<file path="src/rtl/nand_pkg.sv">
// Shared types and parameter defaults for the NAND operand feeder stage.
package nand_pkg;

    // Default operand/result width; must match the nand_gate port width.
    localparam int NAND_WIDTH = 4;
    // Default number of operand FIFO entries (power of two, >= 2).
    localparam int NAND_DEPTH = 4;
    // Default width of the completed-operation counter.
    localparam int NAND_CNT_W = 8;

    // One buffered operand pair. It is held in the FIFO until the output
    // register consumes it.
    typedef struct packed {
        logic [NAND_WIDTH-1:0] a;
        logic [NAND_WIDTH-1:0] b;
    } nand_op_t;

endpackage

</file>
<file path="src/rtl/nand_feed_pipe_if.sv">
// Bundle of the handshake and data signals around nand_feed_pipe.
//
// Handshake rule for both in_* and out_*: a transfer happens on a rising
// clk edge where valid && ready are both 1. A sender holds valid and data
// stable until that edge. ready may be 1 with valid low; nothing moves then.
// The op_* group is a plain combinational loop through the external nand_gate.
interface nand_feed_pipe_if #(
    parameter int WIDTH = nand_pkg::NAND_WIDTH,
    parameter int CNT_W = nand_pkg::NAND_CNT_W
);
    // Operand input channel
    logic             in_valid;
    logic             in_ready;
    logic [WIDTH-1:0] in_a;
    logic [WIDTH-1:0] in_b;

    // Loop through the external nand_gate
    logic [WIDTH-1:0] op_a;
    logic [WIDTH-1:0] op_b;
    logic [WIDTH-1:0] op_y;

    // Result output channel
    logic             out_valid;
    logic             out_ready;
    logic [WIDTH-1:0] out_y;
    logic [WIDTH-1:0] out_a;
    logic [WIDTH-1:0] out_b;

    // Number of results accepted downstream (wrapping)
    logic [CNT_W-1:0] done_cnt;

    // Stage side
    modport slave (
        input  in_valid, in_a, in_b, op_y, out_ready,
        output in_ready, op_a, op_b, out_valid, out_y, out_a, out_b, done_cnt
    );

    // Environment side: producer, nand_gate and consumer
    modport master (
        output in_valid, in_a, in_b, op_y, out_ready,
        input  in_ready, op_a, op_b, out_valid, out_y, out_a, out_b, done_cnt
    );

endinterface

</file>
<file path="src/rtl/nand_op_fifo.sv">
// Small synchronous FIFO of operand pairs. The head entry is visible
// combinationally so it can feed the nand_gate without an extra cycle.
module nand_op_fifo
    import nand_pkg::*;
#(
    parameter int DEPTH = NAND_DEPTH
) (
    input  logic     clk,
    input  logic     rst,
    input  logic     push,
    input  nand_op_t push_data,
    input  logic     pop,
    output nand_op_t head,
    output logic     full,
    output logic     empty
);

    localparam int ADDR_W = $clog2(DEPTH);
    localparam logic [ADDR_W:0] DEPTH_CNT = (ADDR_W + 1)'(DEPTH);

    logic [ADDR_W-1:0] wr_ptr_q, wr_ptr_d;
    logic [ADDR_W-1:0] rd_ptr_q, rd_ptr_d;
    logic [ADDR_W:0]   count_q, count_d;

    // Storage is never reset; its contents only matter where count says so.
    nand_op_t mem_q [DEPTH];

    logic do_push;
    logic do_pop;

    assign full  = (count_q == DEPTH_CNT);
    assign empty = (count_q == '0);

    // A push into a full FIFO or a pop from an empty one is ignored, so
    // an accepted entry is never overwritten and the pointers stay in step.
    assign do_push = push && !full;
    assign do_pop  = pop && !empty;

    // Empty FIFO presents zeros so the downstream gate sees a defined input.
    assign head = empty ? '0 : mem_q[rd_ptr_q];

    // Next pointer and occupancy values. DEPTH is a power of two, so the
    // pointers wrap modulo DEPTH through plain overflow.
    always_comb begin
        wr_ptr_d = wr_ptr_q;
        rd_ptr_d = rd_ptr_q;
        count_d  = count_q;
        if (do_push) begin
            wr_ptr_d = wr_ptr_q + 1'b1;
        end
        if (do_pop) begin
            rd_ptr_d = rd_ptr_q + 1'b1;
        end
        case ({do_push, do_pop})
            2'b10:   count_d = count_q + 1'b1;
            2'b01:   count_d = count_q - 1'b1;
            default: count_d = count_q;
        endcase
    end

    // Pointer and occupancy registers, cleared immediately by rst.
    always_ff @(posedge clk or posedge rst) begin
        if (rst) begin
            wr_ptr_q <= '0;
            rd_ptr_q <= '0;
            count_q  <= '0;
        end else begin
            wr_ptr_q <= wr_ptr_d;
            rd_ptr_q <= rd_ptr_d;
            count_q  <= count_d;
        end
    end

    // Write the accepted pair into the slot at the write pointer.
    always_ff @(posedge clk) begin
        if (do_push) begin
            mem_q[wr_ptr_q] <= push_data;
        end
    end

endmodule

</file>
<file path="src/rtl/nand_feed_pipe.sv">
// Operand feeder and result-capture stage around an external 4-bit
// nand_gate. Operand pairs queue in a FIFO whose head drives the gate. Each
// result is latched together with its operands into an output register with
// its own handshake. Results accepted downstream are counted.
module nand_feed_pipe
    import nand_pkg::*;
#(
    parameter int WIDTH = NAND_WIDTH,
    parameter int DEPTH = NAND_DEPTH,
    parameter int CNT_W = NAND_CNT_W
) (
    input  logic            clk,
    input  logic            rst,
    nand_feed_pipe_if.slave bus
);

    // FIFO connections
    nand_op_t fifo_in;
    nand_op_t fifo_head;
    logic     fifo_full;
    logic     fifo_empty;
    logic     push;
    logic     load;
    logic     accept;
    logic     in_ready;

    // Output register and counter state
    logic             out_valid_q, out_valid_d;
    logic [WIDTH-1:0] out_y_q, out_y_d;
    logic [WIDTH-1:0] out_a_q, out_a_d;
    logic [WIDTH-1:0] out_b_q, out_b_d;
    logic [CNT_W-1:0] done_cnt_q, done_cnt_d;

    // in_ready looks only at FIFO occupancy, never at out_ready. A full
    // FIFO therefore refuses a pair even in a cycle where it also pops.
    // While rst is high the stage accepts nothing.
    assign in_ready = !rst && !fifo_full;
    assign push     = bus.in_valid && in_ready;

    // The register reloads whenever it is empty or is being emptied this
    // cycle. Accept and reload in the same cycle leave no bubble.
    assign load   = !fifo_empty && (!out_valid_q || bus.out_ready);
    assign accept = out_valid_q && bus.out_ready;

    // Pack the offered operands into a FIFO entry.
    always_comb begin
        fifo_in   = '0;
        fifo_in.a = bus.in_a;
        fifo_in.b = bus.in_b;
    end

    nand_op_fifo #(
        .DEPTH (DEPTH)
    ) u_fifo (
        .clk       (clk),
        .rst       (rst),
        .push      (push),
        .push_data (fifo_in),
        .pop       (load),
        .head      (fifo_head),
        .full      (fifo_full),
        .empty     (fifo_empty)
    );

    // Next state of the result register and the completion counter.
    always_comb begin
        out_valid_d = out_valid_q;
        out_y_d     = out_y_q;
        out_a_d     = out_a_q;
        out_b_d     = out_b_q;
        done_cnt_d  = done_cnt_q;
        if (load) begin
            // op_y is only ever sampled here, with a non-empty FIFO head.
            out_valid_d = 1'b1;
            out_y_d     = bus.op_y;
            out_a_d     = fifo_head.a;
            out_b_d     = fifo_head.b;
        end else if (accept) begin
            out_valid_d = 1'b0;
        end
        if (accept) begin
            done_cnt_d = done_cnt_q + 1'b1;
        end
    end

    // Result register and counter, cleared immediately by rst. A pending
    // result is discarded.
    always_ff @(posedge clk or posedge rst) begin
        if (rst) begin
            out_valid_q <= 1'b0;
            out_y_q     <= '0;
            out_a_q     <= '0;
            out_b_q     <= '0;
            done_cnt_q  <= '0;
        end else begin
            out_valid_q <= out_valid_d;
            out_y_q     <= out_y_d;
            out_a_q     <= out_a_d;
            out_b_q     <= out_b_d;
            done_cnt_q  <= done_cnt_d;
        end
    end

    // Drive the bus.
    assign bus.in_ready  = in_ready;
    assign bus.op_a      = fifo_head.a;
    assign bus.op_b      = fifo_head.b;
    assign bus.out_valid = out_valid_q;
    assign bus.out_y     = out_y_q;
    assign bus.out_a     = out_a_q;
    assign bus.out_b     = out_b_q;
    assign bus.done_cnt  = done_cnt_q;

endmodule

</file>
<file path="src/flat_wrapper.sv">
// flat-port wrapper written by rule: the top's interface ports become plain ports
module nand_feed_pipe_flat import nand_pkg::*;
#(
    parameter int WIDTH = NAND_WIDTH,
    parameter int DEPTH = NAND_DEPTH,
    parameter int CNT_W = NAND_CNT_W
)
  (clk, rst, bus_in_valid, bus_in_a, bus_in_b, bus_op_y, bus_out_ready, bus_in_ready, bus_op_a, bus_op_b, bus_out_valid, bus_out_y, bus_out_a, bus_out_b, bus_done_cnt);
  nand_feed_pipe_if #(.WIDTH(WIDTH), .CNT_W(CNT_W)) bus_i ();
  input  logic clk;
  input  logic rst;
  input wire logic [$bits(bus_i.in_valid)-1:0] bus_in_valid;
  input wire logic [$bits(bus_i.in_a)-1:0] bus_in_a;
  input wire logic [$bits(bus_i.in_b)-1:0] bus_in_b;
  input wire logic [$bits(bus_i.op_y)-1:0] bus_op_y;
  input wire logic [$bits(bus_i.out_ready)-1:0] bus_out_ready;
  output wire logic [$bits(bus_i.in_ready)-1:0] bus_in_ready;
  output wire logic [$bits(bus_i.op_a)-1:0] bus_op_a;
  output wire logic [$bits(bus_i.op_b)-1:0] bus_op_b;
  output wire logic [$bits(bus_i.out_valid)-1:0] bus_out_valid;
  output wire logic [$bits(bus_i.out_y)-1:0] bus_out_y;
  output wire logic [$bits(bus_i.out_a)-1:0] bus_out_a;
  output wire logic [$bits(bus_i.out_b)-1:0] bus_out_b;
  output wire logic [$bits(bus_i.done_cnt)-1:0] bus_done_cnt;
  assign bus_i.in_valid = bus_in_valid;
  assign bus_i.in_a = bus_in_a;
  assign bus_i.in_b = bus_in_b;
  assign bus_i.op_y = bus_op_y;
  assign bus_i.out_ready = bus_out_ready;
  assign bus_in_ready = bus_i.in_ready;
  assign bus_op_a = bus_i.op_a;
  assign bus_op_b = bus_i.op_b;
  assign bus_out_valid = bus_i.out_valid;
  assign bus_out_y = bus_i.out_y;
  assign bus_out_a = bus_i.out_a;
  assign bus_out_b = bus_i.out_b;
  assign bus_done_cnt = bus_i.done_cnt;
  nand_feed_pipe #(.WIDTH(WIDTH), .DEPTH(DEPTH), .CNT_W(CNT_W)) u_core (.clk(clk), .rst(rst), .bus(bus_i));
endmodule
</file>
<file path="config.mk">
export PLATFORM = sky130hd
export DESIGN_NAME = nand_feed_pipe_flat
export DESIGN_NICKNAME = d
export VERILOG_FILES = /design/src/rtl/nand_pkg.sv /design/src/rtl/nand_feed_pipe_if.sv /design/src/rtl/nand_op_fifo.sv /design/src/rtl/nand_feed_pipe.sv /design/src/flat_wrapper.sv
export SDC_FILE = /design/constraint.sdc
export NUM_CORES = 1
export LEC_CHECK = 0
export ABC_AREA = 1
export CORE_MARGIN = 1.5
export CORE_UTILIZATION = 52
export CTS_BUF_LIST = sky130_fd_sc_hd__clkbuf_8
export CTS_CLUSTER_DIAMETER = 200
export DETAILED_ROUTE_END_ITERATION = 7
export PLACE_DENSITY_LB_ADDON = 0.12
export SKIP_CTS_REPAIR_TIMING = 1
export SYNTH_ARGS = -nofsm -noshare
export SYNTH_HDL_FRONTEND = slang
export SYNTH_SLANG_ARGS = --single-unit
</file>
<file path="constraint.sdc">
create_clock -name clk -period 2.6 [get_ports clk]
set_clock_uncertainty 0.15 [all_clocks]
set_input_delay 0.52 -clock clk [delete_from_list [all_inputs] [get_ports clk]]
set_output_delay 0.52 -clock clk [all_outputs]
set_load 0.01 [all_outputs]
</file>
; Word-level counts from Yosys, hierarchy flattened
; Memory sizes are Yosys's and may differ from the RTL's.
; Cells that the tools add are included.
[op_classes]
n_addsub = 5
n_eq_ne = 3
n_mux = 6
reduce_logical = 14
[op_table]
columns = op, n
row1 = adder 8 x 1 -> 8 bit (second input constant), 1
row2 = 2-to-1 mux 8 bit, 1
row3 = logical AND 1 bit, 6
row4 = case mux 3 bit (2 select lines), 1
row5 = adder 2 x 1 -> 2 bit (second input constant), 2
row6 = zero test 1 bit, 4
row7 = 2-to-1 mux 1 bit, 4
row8 = nonzero test 2 bit, 2
row9 = adder 3 x 1 -> 3 bit (second input constant), 1
row10 = equality test 3 bit (second input constant), 1
row11 = zero test 3 bit, 1
row12 = subtractor 3 x 1 -> 3 bit (second input constant), 1
row13 = equality test 2 x 1 -> 1 bit (second input constant), 1
row14 = equality test 2 bit (second input constant), 1
row15 = logical OR 1 bit, 1
[word_totals]
ff_bits = 28
mem_bits_rw = 32
inputBits = 16
elab_cells = 37
n_memories = 1
[mem_list]
columns = memory, depth, width, read_ports, rd_ports_with_merged_regs, wr, line_no
row1 = u_core.u_fifo.mem_q, 4, 8, 1, 0, 1, nand_op_fifo.sv:26  ; nand_op_t mem_q [DEPTH];

; Logic depth before layout (Yosys ltp)
[logic_depth]
ltp_word = 7
ltp_mapped = 11

; Modules after synthesis
; Synthesis repeated with hierarchy kept, for this count alone.
[unflattened]
cells_unflattened = 287
area_unflattened_um2 = 2740.1
[modules_own_cells]
columns = mod, instances, cells_each, area_each_um2, seq_area_each_um2
row1 = nand_op_fifo, 1, 184, 1836.8, 1136.1
row2 = nand_feed_pipe, 1, 103, 903.4, 525.5

; Least setup slack after synthesis
; No wires, ideal clock.
[synth_path]
path_kind = input-to-reg
start = input rst
end = register u_core.u_fifo.count_q[1]
setup_time_ns = 0.083
arrival_ns = 2.354
setup_slack_ns = 0.013
cell_stages = 6
path_cell_list = inv_1 nand3_1 ha_1 inv_1 fa_1 o21ai_0
[synth_between]
elab_chain_len = 6
word_cells_on_any_way = 8
[synth_rtl]
columns = element, line_no
row1 = from (decl), flat_wrapper.sv:11  ; input logic rst;
row2 = zero test 1 bit (no line) (*), -
row3 = logical AND 1 bit (*), nand_feed_pipe.sv:37  ; assign in_ready = !rst && !fifo_full;
row4 = logical AND 1 bit (*), nand_feed_pipe.sv:38  ; assign push = bus.in_valid && in_ready;
row5 = logical AND 1 bit (*), nand_op_fifo.sv:36  ; assign do_push = push && !full;
row6 = equality test 2 x 1 -> 1 bit or equality test 2 bit (tied branches), nand_op_fifo.sv:54  ; case ({do_push, do_pop})
row7 = case mux 3 bit (2 select lines) or nonzero test 2 bit (tied branches), -
row8 = to (signal assigned), nand_op_fifo.sv:70  ; count_q <= count_d;
row9 = to (decl), nand_op_fifo.sv:23  ; logic [ADDR_W:0] count_q, count_d;
; Mark *: on every way between the ends. The rest lies on a longest branch, timed or not.
; A chain may end at the register's enable or synchronous reset.

; Worst setup path after layout
[layout_path]
start = input rst
end = output bus_in_ready
[layout_between]
elab_chain_len = 2
[layout_rtl]
columns = element, line_no
row1 = zero test 1 bit (no line), -
row2 = logical AND 1 bit, nand_feed_pipe.sv:37
row3 = to (decl), flat_wrapper.sv:17  ; output wire logic [$bits(bus_i.in_ready)-1:0] bus_in_ready;
; Every way passes these cells.

==> results.toml <==
[run_status]
outcome = "completed"

[sta]
whs_ns = 0.332
setup-violations-final = 0
fin_ws_ns = 0.262
rsz0062_at_grt = "false"
max-slew-margin-rel_pct = 75.7
worst_pin_slew_ns = 0.365
period_share_pct = 89.9
period_minus_slack_ns = 2.34
final-hold-violation-count = 0
finalSetupTns_ns = 0
max_freq_mhz = 428
slew_violations = 0

[final_layout]
layout-drive-gt1-share_pct = 13.4
diodes = 0
utilization_pct = 71.3
synthToLayoutAreaGrowth_pct = 30.0
nets = 332
final_common_cell = "nand2_1"
layout_common_cells = "86 x nand2_1, 37 x clkdlybuf4s50_1, 32 x edfxtp_1"

[logic_synthesis]
ys_types = 27
synth_area_leaders = "edfxtp_1 36%, dfrtp_1 27%, nand2_1 12%"
seq_area_frac_synth_pct = 62.9
synth_top_area_cell = "edfxtp_1"
syn-num-nets = 270
synth_cells = 247
ys_ff_latch = 60
synth.avg_cell_area_um2 = 10.7
yosysWarningCount = 0
synth_top_area_share_pct = 36.4
synthesis.area_um2 = 2640

[hold_path]
hold_class = "flip-flop to flip-flop"

[detailed_routing]
vias = 1790
drt_iter0_drc = 81
dr.pass1.iters = 4
wirelength_mm = 4.73
routedWlPerCell_um = 12.4
drc = 0
viasPerCell = 4.70
antenna_left = 0

[floorplanning]
start_util_pct = 54.9
io_pins = 46
die_y_um = 74.3
placementRows = 25
die_w_um = 74.3
core-area_um2 = 4820
die_area_um2 = 5520

[pwr]
comb_power_share_pct = 43.4
clock_power_share_pct = 21.2
switchingPower_w = 0.00146
power.leakage_nw = 1.58
peakVddDrop_mv = 0.564
swShare_pct = 35.6
pwr-share-seq_pct = 35.4
p_per_area_nw_per_um2 = 1200
internal_power_w = 0.00264

[worst_setup_path]
crit_path_end_kind = "output pin"
cp.arrival_ns = 1.67
path_class = "input port to output pin"
crit_required_ns = 1.93
cp-start-kind = "input port"
crit_fanout = 2

[cts]
h-tree-depth = 3
clockBufferDepth = 2
clock-root-buffer = "clkbuf_8"
clock-sinks = 60
numCtsBuffers = 9
worst_skew_pair.late_latency_ns = 0.33
cts_tree = "yes"
clk_pin_slew_ns = 0.07

[flow_run]
max_cap_violations = 0

[placement]
pre_cts_ws_ns = 0.0569
gp_congestion = 0.785
port_buffers = 45
dp_hpwl_mm = 3.29

[global_routing]
antenna_found_initial = 0
grt_max_degree = 29
grt_usage_pct = 19.7
grt_pass1_wl_mm = 7.74
grt_pass1_vias = 1663
grt.overflow.total = 0
## area by class of cell
cell class	count	area (µm²)
sequential	60	1660
fill	389	1380
multi-input combinational	158	828
timing repair buffer	57	561
clock buffer	9	124
inverter	23	93.8
clock inverter	7	83.8
tap	67	83.8
## sequential cells by signal (all words and copies together) (netlist names)
register / flops
u_core.bus.done_cnt: 8
u_core.bus.out_a: 4
u_core.bus.out_b: 4
u_core.bus.out_valid: 1
u_core.bus.out_y: 4
u_core.u_fifo.count_q: 3
u_core.u_fifo.mem_q: 32
u_core.u_fifo.rd_ptr_q: 2
u_core.u_fifo.wr_ptr_q: 2
## metal layers
metal	routed length [µm]	GRT usage, %
met5	0	0
met4	40	11.7
met3	206	5.01
met2	2280	29.8
met1	2200	25.7
## synthesized netlist by cell type
cell and number:
nand2_1 86, edfxtp_1 32, dfrtp_1 28, nand3_1 23, inv_1 20, nor2_1 15, o21ai_2 9, ha_1 6
xor2_1 4, buf_6 3, nand3b_1 3, xnor2_1 3, a21oi_1 1, buf_2 1, buf_4 1, buf_8 1
clkinv_1 1, fa_1 1, inv_2 1, inv_6 1, mux2_2 1, nand2_2 1, nand2_4 1, nand2_8 1
nor2_2 1, nor2_4 1, o21ai_0 1
## kinds of logic (layout without fill, tap and decap cells)
group,count (synthesis),count (layout),synth area share [%]
AOI/OAI and AO/OA,11,11,3.36
xor gates and xnor gates,7,7,2.32
adders and majority gates,7,7,3.60
buffers and inverters,29,96,5.78
DFF,60,60,62.9
muxes,1,1,0.426
and+or+nand+nor,132,132,21.6
## path summary, 6_finish.rpt
kind / startpoint / endpoint / slack [ns] / cells past startpoint
setup / recovery: rst / bus_in_ready / 0.26 / 3
hold / removal: u_core.bus.out_b[1]$_DFFE_PP0P_ / u_core.bus.out_b[1]$_DFFE_PP0P_ / 0.33 / 2
setup reg to reg: u_core.u_fifo.count_q[0]$_DFFE_PP0P_ / u_core.u_fifo.count_q[2]$_DFFE_PP0P_ / 0.61 / 9
hold reg to reg: u_core.bus.out_b[1]$_DFFE_PP0P_ / u_core.bus.out_b[1]$_DFFE_PP0P_ / 0.33 / 2
max in group asynchronous: rst / u_core.bus.done_cnt[0]$_DFFE_PP0P_ / 1.55 / 3
min in group asynchronous: rst / u_core.u_fifo.count_q[2]$_DFFE_PP0P_ / 0.48 / 3
## power groups by stage
stage	combinational [W]	clock, W	sequential, W
after floorplan	0.00103	0	0.00152
after global placement	0.00179	0	0.00146
after detailed placement	0.00182	0	0.00147
after CTS	0.00183	0.000896	0.00146
after global routing	0.00200	0.000929	0.00149
final	0.00178	0.000872	0.00145
## critical path: stages
cell	delay, ns
clkdlybuf4s50_1	0.42
a21oi_1	0.17
clkdlybuf4s50_1	0.57
## stage by stage
step / area, µm² / std cells / total power [W]
floorplan: 2640 / 247 / 0.00254
global placement: 3210 / 365 / 0.00325
detailed placement: 3210 / 365 / 0.00330
CTS: 3410 / 381 / 0.00418
global route: 3440 / 381 / 0.00441
finish: 3440 / 381 / 0.00411
(Power assumes the default switching activity.)
